$ cat src/rtl/phys_reg_free_list.sv
// ---------------------------------------------------------------------------
// phys_reg_free_list
//
// Physical-register free list for the rename stage. It keeps one bit per
// physical register (1 = free). A two-sided priority encoder offers two
// registers each cycle: the lowest-index free register on slot 0 and the
// highest-index free register on slot 1. Commit frees and flush masks
// return registers to the list. Rename allocations take registers out.
//
// Ports
//   clk          clock; all state changes on the rising edge
//   rst_n        synchronous active-low reset
//   alloc_req    [1:0] bit k = rename slot k wants a register
//   alloc_ok     every requested slot can be served (forced low on flush)
//   alloc_preg0  slot-0 offer: lowest-index free register (0 when empty)
//   alloc_preg1  slot-1 offer: highest-index free register (0 when empty)
//   free_valid   [1:0] bit k qualifies free_preg k
//   free_preg0/1 registers returned at commit
//   flush        misprediction recovery; ORs flush_mask into the list
//   flush_mask   registers returned on flush (bit 0 is never returned)
//   free_count   popcount of the registered free bitmap
//   double_free  sticky error: a free targeted an already-free register
// ---------------------------------------------------------------------------

// Two-sided priority encoder. It reports the lowest and highest set bit.
module priority_encoder #(
    parameter int WIDTH    = 8,
    parameter int TWO_SIDE = 1
) (
    input  logic [WIDTH-1:0]         in_vec,
    output logic [$clog2(WIDTH)-1:0] out_lsb,
    output logic [$clog2(WIDTH)-1:0] out_msb,
    output logic                     valid
);
    localparam int IDX_W = $clog2(WIDTH);

    // Lowest set bit: scan downward so that the last hit is the lowest index.
    always_comb begin
        out_lsb = '0;
        for (int i = WIDTH - 1; i >= 0; i--) begin
            out_lsb = in_vec[i] ? IDX_W'(i) : out_lsb;
        end
    end

    // Highest set bit: scan upward so that the last hit is the highest index.
    always_comb begin
        out_msb = '0;
        if (TWO_SIDE != 0) begin
            for (int i = 0; i < WIDTH; i++) begin
                out_msb = in_vec[i] ? IDX_W'(i) : out_msb;
            end
        end else begin
            out_msb = '0;
        end
    end

    assign valid = |in_vec;
endmodule

module phys_reg_free_list #(
    parameter int PREGS     = 64,
    parameter int ARCH_REGS = 32
) (
    input  logic                       clk,
    input  logic                       rst_n,
    input  logic [1:0]                 alloc_req,
    output logic                       alloc_ok,
    output logic [$clog2(PREGS)-1:0]   alloc_preg0,
    output logic [$clog2(PREGS)-1:0]   alloc_preg1,
    input  logic [1:0]                 free_valid,
    input  logic [$clog2(PREGS)-1:0]   free_preg0,
    input  logic [$clog2(PREGS)-1:0]   free_preg1,
    input  logic                       flush,
    input  logic [PREGS-1:0]           flush_mask,
    output logic [$clog2(PREGS):0]     free_count,
    output logic                       double_free
);
    localparam int IDX_W = $clog2(PREGS);
    localparam int CNT_W = IDX_W + 1;

    // p0..p(ARCH_REGS-1) hold the architectural state at reset.
    localparam logic [PREGS-1:0] RESET_MAP = {PREGS{1'b1}} << ARCH_REGS;
    // p0 backs x0 and must never re-enter the list.
    localparam logic [PREGS-1:0] P0_BIT    = {{(PREGS-1){1'b0}}, 1'b1};

    function automatic logic [CNT_W-1:0] popcount(input logic [PREGS-1:0] v);
        logic [CNT_W-1:0] c;
        c = '0;
        for (int i = 0; i < PREGS; i++) begin
            c = c + CNT_W'(v[i]);
        end
        return c;
    endfunction

    logic [PREGS-1:0] free_map_r;
    logic [CNT_W-1:0] free_count_r;
    logic             double_free_r;

    logic [IDX_W-1:0] enc_lsb_s;
    logic [IDX_W-1:0] enc_msb_s;
    logic             enc_valid_s;

    logic             alloc_ok_s;
    logic [PREGS-1:0] alloc_clear_s;
    logic [PREGS-1:0] free_set_s;
    logic [PREGS-1:0] flush_set_s;
    logic [PREGS-1:0] next_map_s;
    logic             double_hit_s;
    logic [IDX_W-1:0] free_preg_s [2];

    priority_encoder #(
        .WIDTH    (PREGS),
        .TWO_SIDE (1)
    ) u_enc (
        .in_vec  (free_map_r),
        .out_lsb (enc_lsb_s),
        .out_msb (enc_msb_s),
        .valid   (enc_valid_s)
    );

    // The offers come only from the registered map. Frees in the same
    // cycle cannot be seen here.
    assign alloc_preg0 = enc_valid_s ? enc_lsb_s : '0;
    assign alloc_preg1 = enc_valid_s ? enc_msb_s : '0;

    assign free_preg_s[0] = free_preg0;
    assign free_preg_s[1] = free_preg1;

    // Grant decision. A dual request needs two distinct free entries.
    always_comb begin
        alloc_ok_s = 1'b0;
        if (flush) begin
            alloc_ok_s = 1'b0;
        end else begin
            case (alloc_req)
                2'b00:        alloc_ok_s = 1'b1;
                2'b01, 2'b10: alloc_ok_s = (free_count_r >= CNT_W'(1));
                2'b11:        alloc_ok_s = (free_count_r >= CNT_W'(2));
                default:      alloc_ok_s = 1'b0;
            endcase
        end
    end

    // Bits taken by rename. Allocation is all-or-nothing on alloc_ok.
    always_comb begin
        alloc_clear_s = '0;
        if (alloc_ok_s) begin
            if (alloc_req[0]) begin
                alloc_clear_s[enc_lsb_s] = 1'b1;
            end else begin
                alloc_clear_s = alloc_clear_s;
            end
            if (alloc_req[1]) begin
                alloc_clear_s[enc_msb_s] = 1'b1;
            end else begin
                alloc_clear_s = alloc_clear_s;
            end
        end else begin
            alloc_clear_s = '0;
        end
    end

    // Commit frees. p0 is ignored. A target that is already free in the
    // registered map flags an error. If both slots name the same register,
    // the register is set once and no error is raised for that alone.
    always_comb begin
        free_set_s   = '0;
        double_hit_s = 1'b0;
        for (int k = 0; k < 2; k++) begin
            if (free_valid[k] && (free_preg_s[k] != '0)) begin
                free_set_s[free_preg_s[k]] = 1'b1;
                if (free_map_r[free_preg_s[k]]) begin
                    double_hit_s = 1'b1;
                end else begin
                    double_hit_s = double_hit_s;
                end
            end else begin
                free_set_s = free_set_s;
            end
        end
    end

    // Flush return and next-map composition. Clears apply first and sets
    // apply after them.
    always_comb begin
        flush_set_s = '0;
        if (flush) begin
            flush_set_s = flush_mask & ~P0_BIT;
        end else begin
            flush_set_s = '0;
        end
        next_map_s = (free_map_r & ~alloc_clear_s) | free_set_s | flush_set_s;
    end

    // State register. The count is computed from the next map so that it
    // always equals the popcount of free_map_r.
    always_ff @(posedge clk) begin
        if (!rst_n) begin
            free_map_r    <= RESET_MAP;
            free_count_r  <= CNT_W'(PREGS - ARCH_REGS);
            double_free_r <= 1'b0;
        end else begin
            free_map_r    <= next_map_s;
            free_count_r  <= popcount(next_map_s);
            double_free_r <= double_free_r | double_hit_s;
        end
    end

    assign alloc_ok    = alloc_ok_s;
    assign free_count  = free_count_r;
    assign double_free = double_free_r;
endmodule

$ cat config.mk
export PLATFORM = sky130hd
export DESIGN_NAME = phys_reg_free_list
export DESIGN_NICKNAME = d
export VERILOG_FILES = /design/src/rtl/phys_reg_free_list.sv
export SDC_FILE = /design/constraint.sdc
export NUM_CORES = 1
export LEC_CHECK = 0
export ABC_CLOCK_PERIOD_IN_PS = 9560
export CAP_MARGIN = 20
export CORE_ASPECT_RATIO = 0.7
export CORE_MARGIN = 2
export CORE_UTILIZATION = 35
export DETAILED_ROUTE_END_ITERATION = 10
export DONT_BUFFER_PORTS = 1
export HOLD_SLACK_MARGIN = 0.06
export REMOVE_ABC_BUFFERS = 1
export SYNTH_ARGS = -nofsm -noshare
export SYNTH_HDL_FRONTEND = slang
export SYNTH_SLANG_ARGS = --single-unit
$ cat constraint.sdc
create_clock -name clk -period 9.56 [get_ports clk]
set_input_delay 0.956 -clock clk [delete_from_list [all_inputs] [get_ports clk]]
set_output_delay 0.956 -clock clk [all_outputs]
set_load 0.02 [all_outputs]
==> qor.yml, run 1 <==
critPathKind: "register to register"
wl_um: 56480
power_density_nw_per_um2: 242.4
hold_viol: 0
drc: 0
synth.largest_area_cell: "dfxtp_1"
clk_pin_slew_worst_paths_ps: 70
postCtsSetupBuffers: 0
holdPathStages: 2
vias_per_cell: 7.167
p_sw_share_pct: 45.75
seq_power_share_pct: 14.9
dr.pass1.iters: 11
layout-drive-gt1-share_pct: 11.81
design.die.area_sq_um: 29400
n_fill_cell: 2959
critPathLaunchType: "register"
slew_viol_final: 0
synthFlopType: "dfxtp_1"
rsz0062_at_grt: "no"
vias: 12200
layout_setup_ws_ps: 174.5
status: "complete, no violations"
dpl_worst_slack_ps: 345.6
syn_avg_cell_area_sq_um: 7.340
ir_drop_mv: 0.7662
netlist_instances: 1336
row_count: 51
netSwitchingPower_mw: 1.198
clkLatencyLatePin_ps: 360
worst-slew-pin-transition_ps: 977.6
finalSetupViolations: 0
p_leak_nw: 3.898
ant_nets: 0
slowest_delay_ps: 700
initial_core_util_pct: 35.41
place_hpwl_um: 45130
finalSetupTns_ps: 0
skew_ps: 14.83
cts_root_buf: "clkbuf_16"
cpMaxStageDelayCell: "or4_1"
synth_top_cell_area_share_pct: 14.70
arrival_ps: 9610
drt_iter0_markers: 2634
track_usage_pct: 38.14
hp-class: "register to register"
fin_crit_ps: 9386
antenna_found_initial: 3
fin_crit_sh_pct: 98.17
cts_buffers: 9
grt_pass1_wl_um: 79760
path_max_fanout: 5
grt_max_degree: 65
die_w_um: 204.1
routedWlPerCell_um: 33.19
synth_edf_count: 0
grt_pass1_vias: 10990
htree_levels: 3
synthTopCellsByArea: "dfxtp_1 15%, fa_1 11%, nor2_1 4.8%"
seq_area_frac_synth_pct: 14.70
overflow: 0
boundaryPins: 104
io_buffers: 0
area_delta_synth_final_pct: 10.16
cp-end-kind: "register"
power.total_mw: 2.619
worstPathRequired_ps: 9790
p_int_mw: 1.421
relSlewSlack_pct: 34.14
gp_congestion: 1.101
fmax_ghz: 0.1065
clock_sinks: 72
core-area_sq_um: 27690
yosysUniqueCellTypes: 96
cts_buffer_depth: 2
ys_async_sr_fraction_pct: 0
combPwrFrac_pct: 70.5
syn_area_sq_um: 9807
postLayoutCoreUtil_pct: 39.01
synth_seq_cells: 72
reg2reg_depth: 29
pwr-share-clk_pct: 14.6
nNetsFinal: 1479
cpMostUsedCell: "fa_1"
cts_tree: "yes"
yosys_warnings: 0
max_cap_violations: 0
die_height_um: 144.1
[state kept, by name, summed over array words and instances (netlist names)]
| register | flops |
|---|---|
| free_map_r | 64 |
| free_count | 7 |
| double_free | 1 |
[cell type report]
type | count | area [sq um] | area share (%)
clock inverters | 6 | 85.08 | 0.7876
inverters | 106 | 399.1 | 3.695
multi-input cells | 1049 | 7532 | 69.72
clock buffers | 9 | 225.2 | 2.085
repair buffers | 87 | 650.6 | 6.023
flip-flops and latches | 72 | 1441 | 13.34
diodes | 2 | 5.005 | 0.04633
well taps | 371 | 464.2 | 4.297
[metrics by stage]
step           instances  cell area, sq um  hold WS (ps)
2_1_floorplan       1227              9366         551.8
3_3_place_gp        1684             10480         612.9
3_5_place_dp        1684             10480         616.7
4_1_cts             1699             10790         627.1
5_1_grt             1702             10800         658.9
6_report            1702             10800         650.1
[cells in the mapped netlist (all sizes together) (20+ instances only)]
cell type,n
nand3,56
a21oi,50
o21ai,80
fa,54
nor3,51
inv,104
o221ai,29
nor2,126
a22oi,32
buf,20
dfxtp,72
a222oi,27
and2,27
nor4,44
clkbuf,89
o211ai,21
nand2,106
nand2b,20
[placed cells by master (no fill, tap or decap), types with 49 or more instances in the layout]
cell type	count
nand2_1	106
buf_4	86
dfxtp_1	72
nand3_1	56
fa_1	54
nor3_1	49
a21oi_1	50
o21ai_0	74
nor2_1	125
inv_1	100
[worst paths after layout]
path	startpoint	to	slack, ps
min reg2reg	free_map_r[30]	free_map_r[30]	650
min	free_map_r[30]	free_map_r[30]	650
max	free_map_r[17]	free_count[6]	170
max reg2reg	free_map_r[17]	free_count[6]	170
[logic make-up after synthesis]
family,after synthesis,share of synthesized area (%)
AOI/OAI and AO/OA,404,30.79
muxes,29,3.802
adders and majority gates,71,13.19
DFF,72,14.70
xor gates and xnor gates,3,0.2680
and+or+nand+nor,542,28.69
buffers and inverters,215,8.561
[worst max-delay path, delay by kind of cell (launching register included)]
family | cells | cell delay (ps)
AO/OA/AOI/OAI | 6 | 1870
buffers and inverters | 6 | 310
AND/OR/NAND/NOR | 7 | 2080
adder cells (fa/ha/maj) | 10 | 4650
flip-flops | 1 | 320
[layer usage]
layer,part of all wire (%),GRT usage (%),vias to the layer above
met1,40,53.36,5797
met2,35,48.26,1216
met4,4.5,14.34,0
li1,-,-,5006
met5,0,0,-
met3,20,19.76,179
[what timing repair did]
item	4_1_cts	5_1_grt
gates resized for setup	0	1
hold buffers	0	0
setup endpoints to repair	0	1
[power by group through the flow]
| stage | combinational, mW | clock (mW) | sequential (mW) |
|---|---|---|---|
| floorplan | 1.36 | 0 | 0.383 |
| global route | 2.16 | 0.388 | 0.389 |
| finish | 1.85 | 0.383 | 0.389 |
| global placement | 1.82 | 0 | 0.393 |
| CTS | 1.85 | 0.379 | 0.385 |
| detailed placement | 1.84 | 0 | 0.392 |
Power figures use the tool's default switching activity.
==> run 2: changes to the inputs <==
SYNTH_HIERARCHICAL = 1   (was not set)
==> run 2 against run 1 <==
  * Clock-buffer cell count grew 1
  * Sequential share of layout area grew 1.1 points
  * Cell area shrank 7.5%
  * Sequential power grew 1%
  * Fmax grew 0.91%
  * Largest cell class unchanged
  * Global-route usage shrank 4.8 points
  * Critical path depth grew 6
  * Largest power group unchanged
  * Area after synthesis shrank 11%
==> qor.yml, run 2 <==
arrival_ps: 9540  # was 9610 ps
worst-slew-pin-transition_ps: 815.0  # was 977.6 ps
seq_area_frac_synth_pct: 16.49  # was 14.70%
cpMaxStageDelayCell: "or4_1"  # unchanged
cts_buffer_depth: 2  # unchanged
grt_max_degree: 65  # unchanged
clock_sinks: 72  # unchanged
synth_edf_count: 0  # unchanged
reg2reg_depth: 35  # was 29
worstPathRequired_ps: 9800  # was 9790 ps
fin_crit_ps: 9301  # was 9386 ps
skew_ps: 17.75  # was 14.83 ps
power.total_mw: 2.490  # was 2.619 mW
syn_avg_cell_area_sq_um: 7.459  # was 7.340 sq um
wl_um: 43950  # was 56480 um
dr.pass1.iters: 8  # was 11
r2r_end: "free_count[6]"  # unchanged
netlist_instances: 1172  # was 1336
final_common_cell: "nand2_1"  # was nor2_1
htree_levels: 3  # unchanged
largest_register: "free_map_r"  # unchanged
final_area_sq_um: 9988  # was 10800 sq um
yosys_warnings: 6  # was 0
cts_buffers: 9  # unchanged
drc: 0  # unchanged
postCtsSetupBuffers: 0  # unchanged
synthFlopType: "dfxtp_1"  # unchanged
holdBufCountCts: 0  # unchanged
r2r-start: "free_map_r[16]"  # was free_map_r[17]
core-area_sq_um: 24560  # was 27690 sq um
power_density_nw_per_um2: 249.3  # was 242.4 nW/um^2
hold_viol: 0  # unchanged
drt_iter0_markers: 1779  # was 2634
hp-class: "input pin to register"  # was register to register
cts_tree: "yes"  # unchanged
crit_path_end: "free_count[6]"  # unchanged
vias: 10400  # was 12200
critPathLaunch: "free_map_r[16]"  # was free_map_r[17]
die_height_um: 136.2  # was 144.1 um
max_cap_violations: 0  # unchanged
r2r_slack_ps: 260  # was 170 ps
critPathLaunchType: "register"  # unchanged
io_buffers: 0  # unchanged
yosysUniqueCellTypes: 71  # was 96
path_max_fanout: 6  # was 5
antenna_found_initial: 1  # was 3
fmax_ghz: 0.1075  # was 0.1065 GHz
placedCellCount: 1531  # was 1684
finalSetupViolations: 0  # unchanged
status: "complete, no violations"  # unchanged
track_usage_pct: 33.36  # was 38.14%
stdcell_count: 1549  # was 1702
dpl_cell_area_sq_um: 9615  # was 10480 sq um
largest_reg_flops: 64  # unchanged
synthTopCellsByArea: "dfxtp_1 16%, fa_1 12%, o22ai_1 7.8%"  # was dfxtp_1 15%, fa_1 11%, nor2_1 4.8%
cts_resized: 0  # unchanged
cpMostUsedCell: "fa_1"  # unchanged
place_hpwl_um: 34660  # was 45130 um
overflow: 0  # unchanged
finalSetupTns_ps: 0  # unchanged
ir_drop_mv: 0.5365  # was 0.7662 mV
n_fill_cell: 2591  # was 2959
design.die.area_sq_um: 26280  # was 29400 sq um
clkLatencyLatePin_ps: 370  # was 360 ps
layout-drive-gt1-share_pct: 14.32  # was 11.81%
cp-end-kind: "register"  # unchanged
area_delta_synth_final_pct: 14.26  # was 10.16%
synth_top_cell_area_share_pct: 16.49  # was 14.70%
synth.most_common_cell: "nand2_1"  # was nor2_1
relSlewSlack_pct: 45.67  # was 34.14%
nNetsFinal: 1371  # was 1479
initial_core_util_pct: 35.59  # was 35.41%
synth_common_cells: "145 x nand2_1, 109 x o22ai_1, 103 x inv_1"  # was 125 x nor2_1, 106 x nand2_1, 100 x inv_1
grt_pass1_wl_um: 62780  # was 79760 um
clk_pin_slew_worst_paths_ps: 80  # was 70 ps
gp_congestion: 1.102  # was 1.101
slowest_delay_ps: 570  # was 700 ps
ant_nets: 0  # unchanged
cts_root_buf: "clkbuf_16"  # unchanged
row_count: 48  # was 51
routedWlPerCell_um: 28.38  # was 33.19 um
grt_pass1_vias: 9409  # was 10990
ys_async_sr_fraction_pct: 0  # unchanged
boundaryPins: 104  # unchanged
critPathKind: "register to register"  # unchanged
synth.largest_area_cell: "dfxtp_1"  # unchanged
mostFrequentLayoutCells: "144 x nand2_1, 109 x o22ai_1, 103 x inv_1"  # was 125 x nor2_1, 106 x nand2_1, 100 x inv_1
die_w_um: 192.9  # was 204.1 um
synth_seq_cells: 72  # unchanged
fin_crit_sh_pct: 97.29  # was 98.17%
syn_area_sq_um: 8742  # was 9807 sq um
p_leak_nw: 3.646  # was 3.898 nW
vias_per_cell: 6.715  # was 7.167
slew_viol_final: 0  # unchanged
[run 2: critical path, delay by kind of cell, from the launching register on]
| family | cells | cell delay [ps] |
|---|---|---|
| adder cells (fa/ha/maj) | 10 | 4820 |
| AO/OA/AOI/OAI | 9 | 1720 |
| AND/OR/NAND/NOR | 8 | 1260 |
| buffers and inverters | 8 | 790 |
| flip-flops | 1 | 560 |
[run 2: kinds of logic after synthesis]
kind of cell	Yosys count	share of synthesized area [%]
AOI/OAI and AO/OA	370	29.66
xor gates and xnor gates	3	0.3006
DFF	72	16.49
adders and majority gates	71	14.80
buffers and inverters	168	7.671
and+or+nand+nor	452	25.95
muxes	36	5.138
[run 2: report_power, final]
part / switching [mW] / internal, mW
Clock: 0.161 / 0.211
Combinational: 0.896 / 0.828
Sequential: 0.0540 / 0.339
Total: 1.11 / 1.38
[run 2: worst min path at each step]
| stage | from | slack [ps] | endpoint | cells past startpoint |
|---|---|---|---|---|
| floorplan | free_map_r[19] | 520 | free_map_r[19] | 2 |
| global placement | free_map_r[19] | 620 | free_map_r[19] | 2 |
| detailed placement | free_map_r[19] | 620 | free_map_r[19] | 2 |
| CTS | free_map_r[19] | 630 | free_map_r[19] | 2 |
| global route | rst_n | 650 | free_map_r[60] | 1 |
| finish | rst_n | 650 | free_map_r[43] | 1 |
[run 2: through the flow]
stage,util (%),worst slack (ps),hold slack (ps)
4_1_cts,40.39,298.9,631.5
2_1_floorplan,-,-423.5,524.6
6_report,40.66,258.9,651.8
3_5_place_dp,39.15,343.3,621.1
5_1_grt,40.64,-11.95,653.0
3_3_place_gp,39.15,363.1,621.5
[run 2: area by class of cell]
type / instances / area [sq um] / area share (%)
antenna: 2 / 5.005 / 0.05011
clock buffer: 10 / 239.0 / 2.393
clock inverter: 6 / 67.56 / 0.6764
inverter: 103 / 386.6 / 3.871
multi-input combinational: 932 / 6696 / 67.04
sequential: 72 / 1444 / 14.46
tap: 325 / 406.6 / 4.071
timing repair buffer: 99 / 743.2 / 7.441
[run 2: routing by layer]
metal | part of all wire (%) | routed length (um) | vias to the layer above | global-route usage [%]
met2 | 38 | 16540 | 862 | 44.11
met4 | 2.3 | 994 | 0 | 6.608
met5 | 0 | 0 | - | 0
met1 | 42 | 18370 | 5003 | 48.91
met3 | 18 | 8051 | 106 | 15.10
li1 | - | - | 4431 | -
==> edit, RTL diff (config.mk and constraints of run 2) <==
Change the parameter `PREGS` from 64 to 32.
--- a/src/rtl/phys_reg_free_list.sv
+++ b/src/rtl/phys_reg_free_list.sv
@@ -58,7 +58,7 @@
 endmodule
 
 module phys_reg_free_list #(
-    parameter int PREGS     = 64,
+    parameter int PREGS     = 32,
     parameter int ARCH_REGS = 32
 ) (
     input  logic                       clk,
Interface: changed (6 resized); port bits go from 104 to 67. No check against the original RTL was run, so the function may have changed too.
==> edit against run 2 <==
- power decreased by 48%
- setup slack improved by 1.5 ns
- synthesized cell count decreased by 51%
- critical path depth decreased by 11
- routed wire length decreased by 58%
- final area decreased by 51%
- sequential cell count decreased by 33
- area after synthesis decreased by 47%
==> edit: results (changes against run 2) <==
| Metric | Value |
|---|---|
| First-pass GRT wire length | `27,400 um (was 62,800 um)` |
| Outcome | `completed (unchanged)` |
| GR Util met1 | `35.9% (was 48.9%)` |
| Hold_ws | `0.656 ns (was 0.652 ns)` |
| Max reg flops | `32 (was 64)` |
| Pin count of the biggest net entering global routing | `42 (was 65)` |
| Skew-Pair Late Insertion Delay | `0.28 ns (was 0.37 ns)` |
| Cell variety after synth | `69 (was 71)` |
| Via count | `4,871 (was 10,402)` |
| Pleak | `1.74 nW (was 3.65 nW)` |
| Hold Path Depth | `2 (was 1)` |
| All-Layer GR Usage | `25.4% (was 33.4%)` |
| Vias in the first global route | `4,578 (was 9,409)` |
| Placed instance count | `709 (was 1,531)` |
| Clock power share | `15.2% (was 15.0%)` |
| Met3 GRT Util | `8.08% (was 15.1%)` |
| Mux contribution to synthesized area | `7.05% (was 5.14%)` |
| Worst Skew | `0.00775 ns (was 0.0177 ns)` |
| Routing usage on met2 | `38.2% (was 44.1%)` |
| DP HPWL | `14,200 um (was 34,700 um)` |
| Routed len/inst | `25.5 um (was 28.4 um)` |
| Sequential area share after synthesis | `16.7% (was 16.5%)` |
| PwrDens | `266 nW/um^2 (was 249 nW/um^2)` |
| HP Start | `free_map_r[8] (was rst_n)` |
| Max Fclk | `0.128 GHz (was 0.108 GHz)` |
| GPL Wtd Cong | `1.07 (was 1.10)` |
| Routed wire length | `18,300 um (was 44,000 um)` |
| FF-to-FF path depth | `24 (was 35)` |
| Compound-Gate Fraction of Synth Area | `32.8% (was 29.7%)` |
| Critical R2R Launch | `free_map_r[14] (was free_map_r[16])` |
| Worst Hold Class | `flop to flop (was input pin to flop)` |
| Max VDD drop | `0.588 mV (was 0.537 mV)` |
| Synth Area in XOR/XNOR | `0.375% (was 0.301%)` |
| Critical path arrival | `7.98 ns (was 9.54 ns)` |
| Clock buffer count from CTS | `5 (was 9)` |
| Area after DPL | `4720 um^2 (was 9620 um^2)` |
| H-tree Lvls | `2 (was 3)` |
| End of the critical path | `free_count[4] (was free_count[6])` |
| Hold EP | `free_map_r[8] (was free_map_r[43])` |
| Initial antenna violation count | `0 (was 1)` |
| Flop-to-flop setup slack | `1.76 ns (was 0.26 ns)` |
| P&R area growth vs syn | `4.77% (was 14.3%)` |
| Crit-path max FO | `8 (was 6)` |
==> edit: worst max-delay path, cell delays in order, from the launching register on <==
cell and delay [ns]:
dfxtp_1 0.43, or4_4 0.60, a2111oi_2 0.37, o311ai_1 0.16
a21boi_1 0.17, o21ai_1 0.20, nand3b_1 0.48, o22ai_1 0.31
o211ai_1 0.15, a221oi_1 0.51, fa_1 0.52, fa_1 0.52
fa_1 0.44, fa_1 0.49, inv_1 0.05, fa_1 0.48
inv_1 0.06, fa_1 0.50, inv_1 0.04, ha_1 0.22
fa_1 0.40, a21o_1 0.17, a21oi_1 0.18, xnor2_1 0.09
and2_1 0.15
==> edit: area by class of cell <==
cell class | count | area share (%)
inverters | 42 | 3.22
clock buffers | 5 | 2.56
clock inverters | 3 | 0.895
repair buffers | 3 | 0.409
multi-input cells | 460 | 72.7
flip-flops and latches | 39 | 16.0
well taps | 166 | 4.24
==> edit: routing by layer <==
layer	vias to the layer above	share of wire, %
met5	-	0
met4	0	2.5
met1	2379	43
li1	2141	-
met3	39	13
met2	312	42
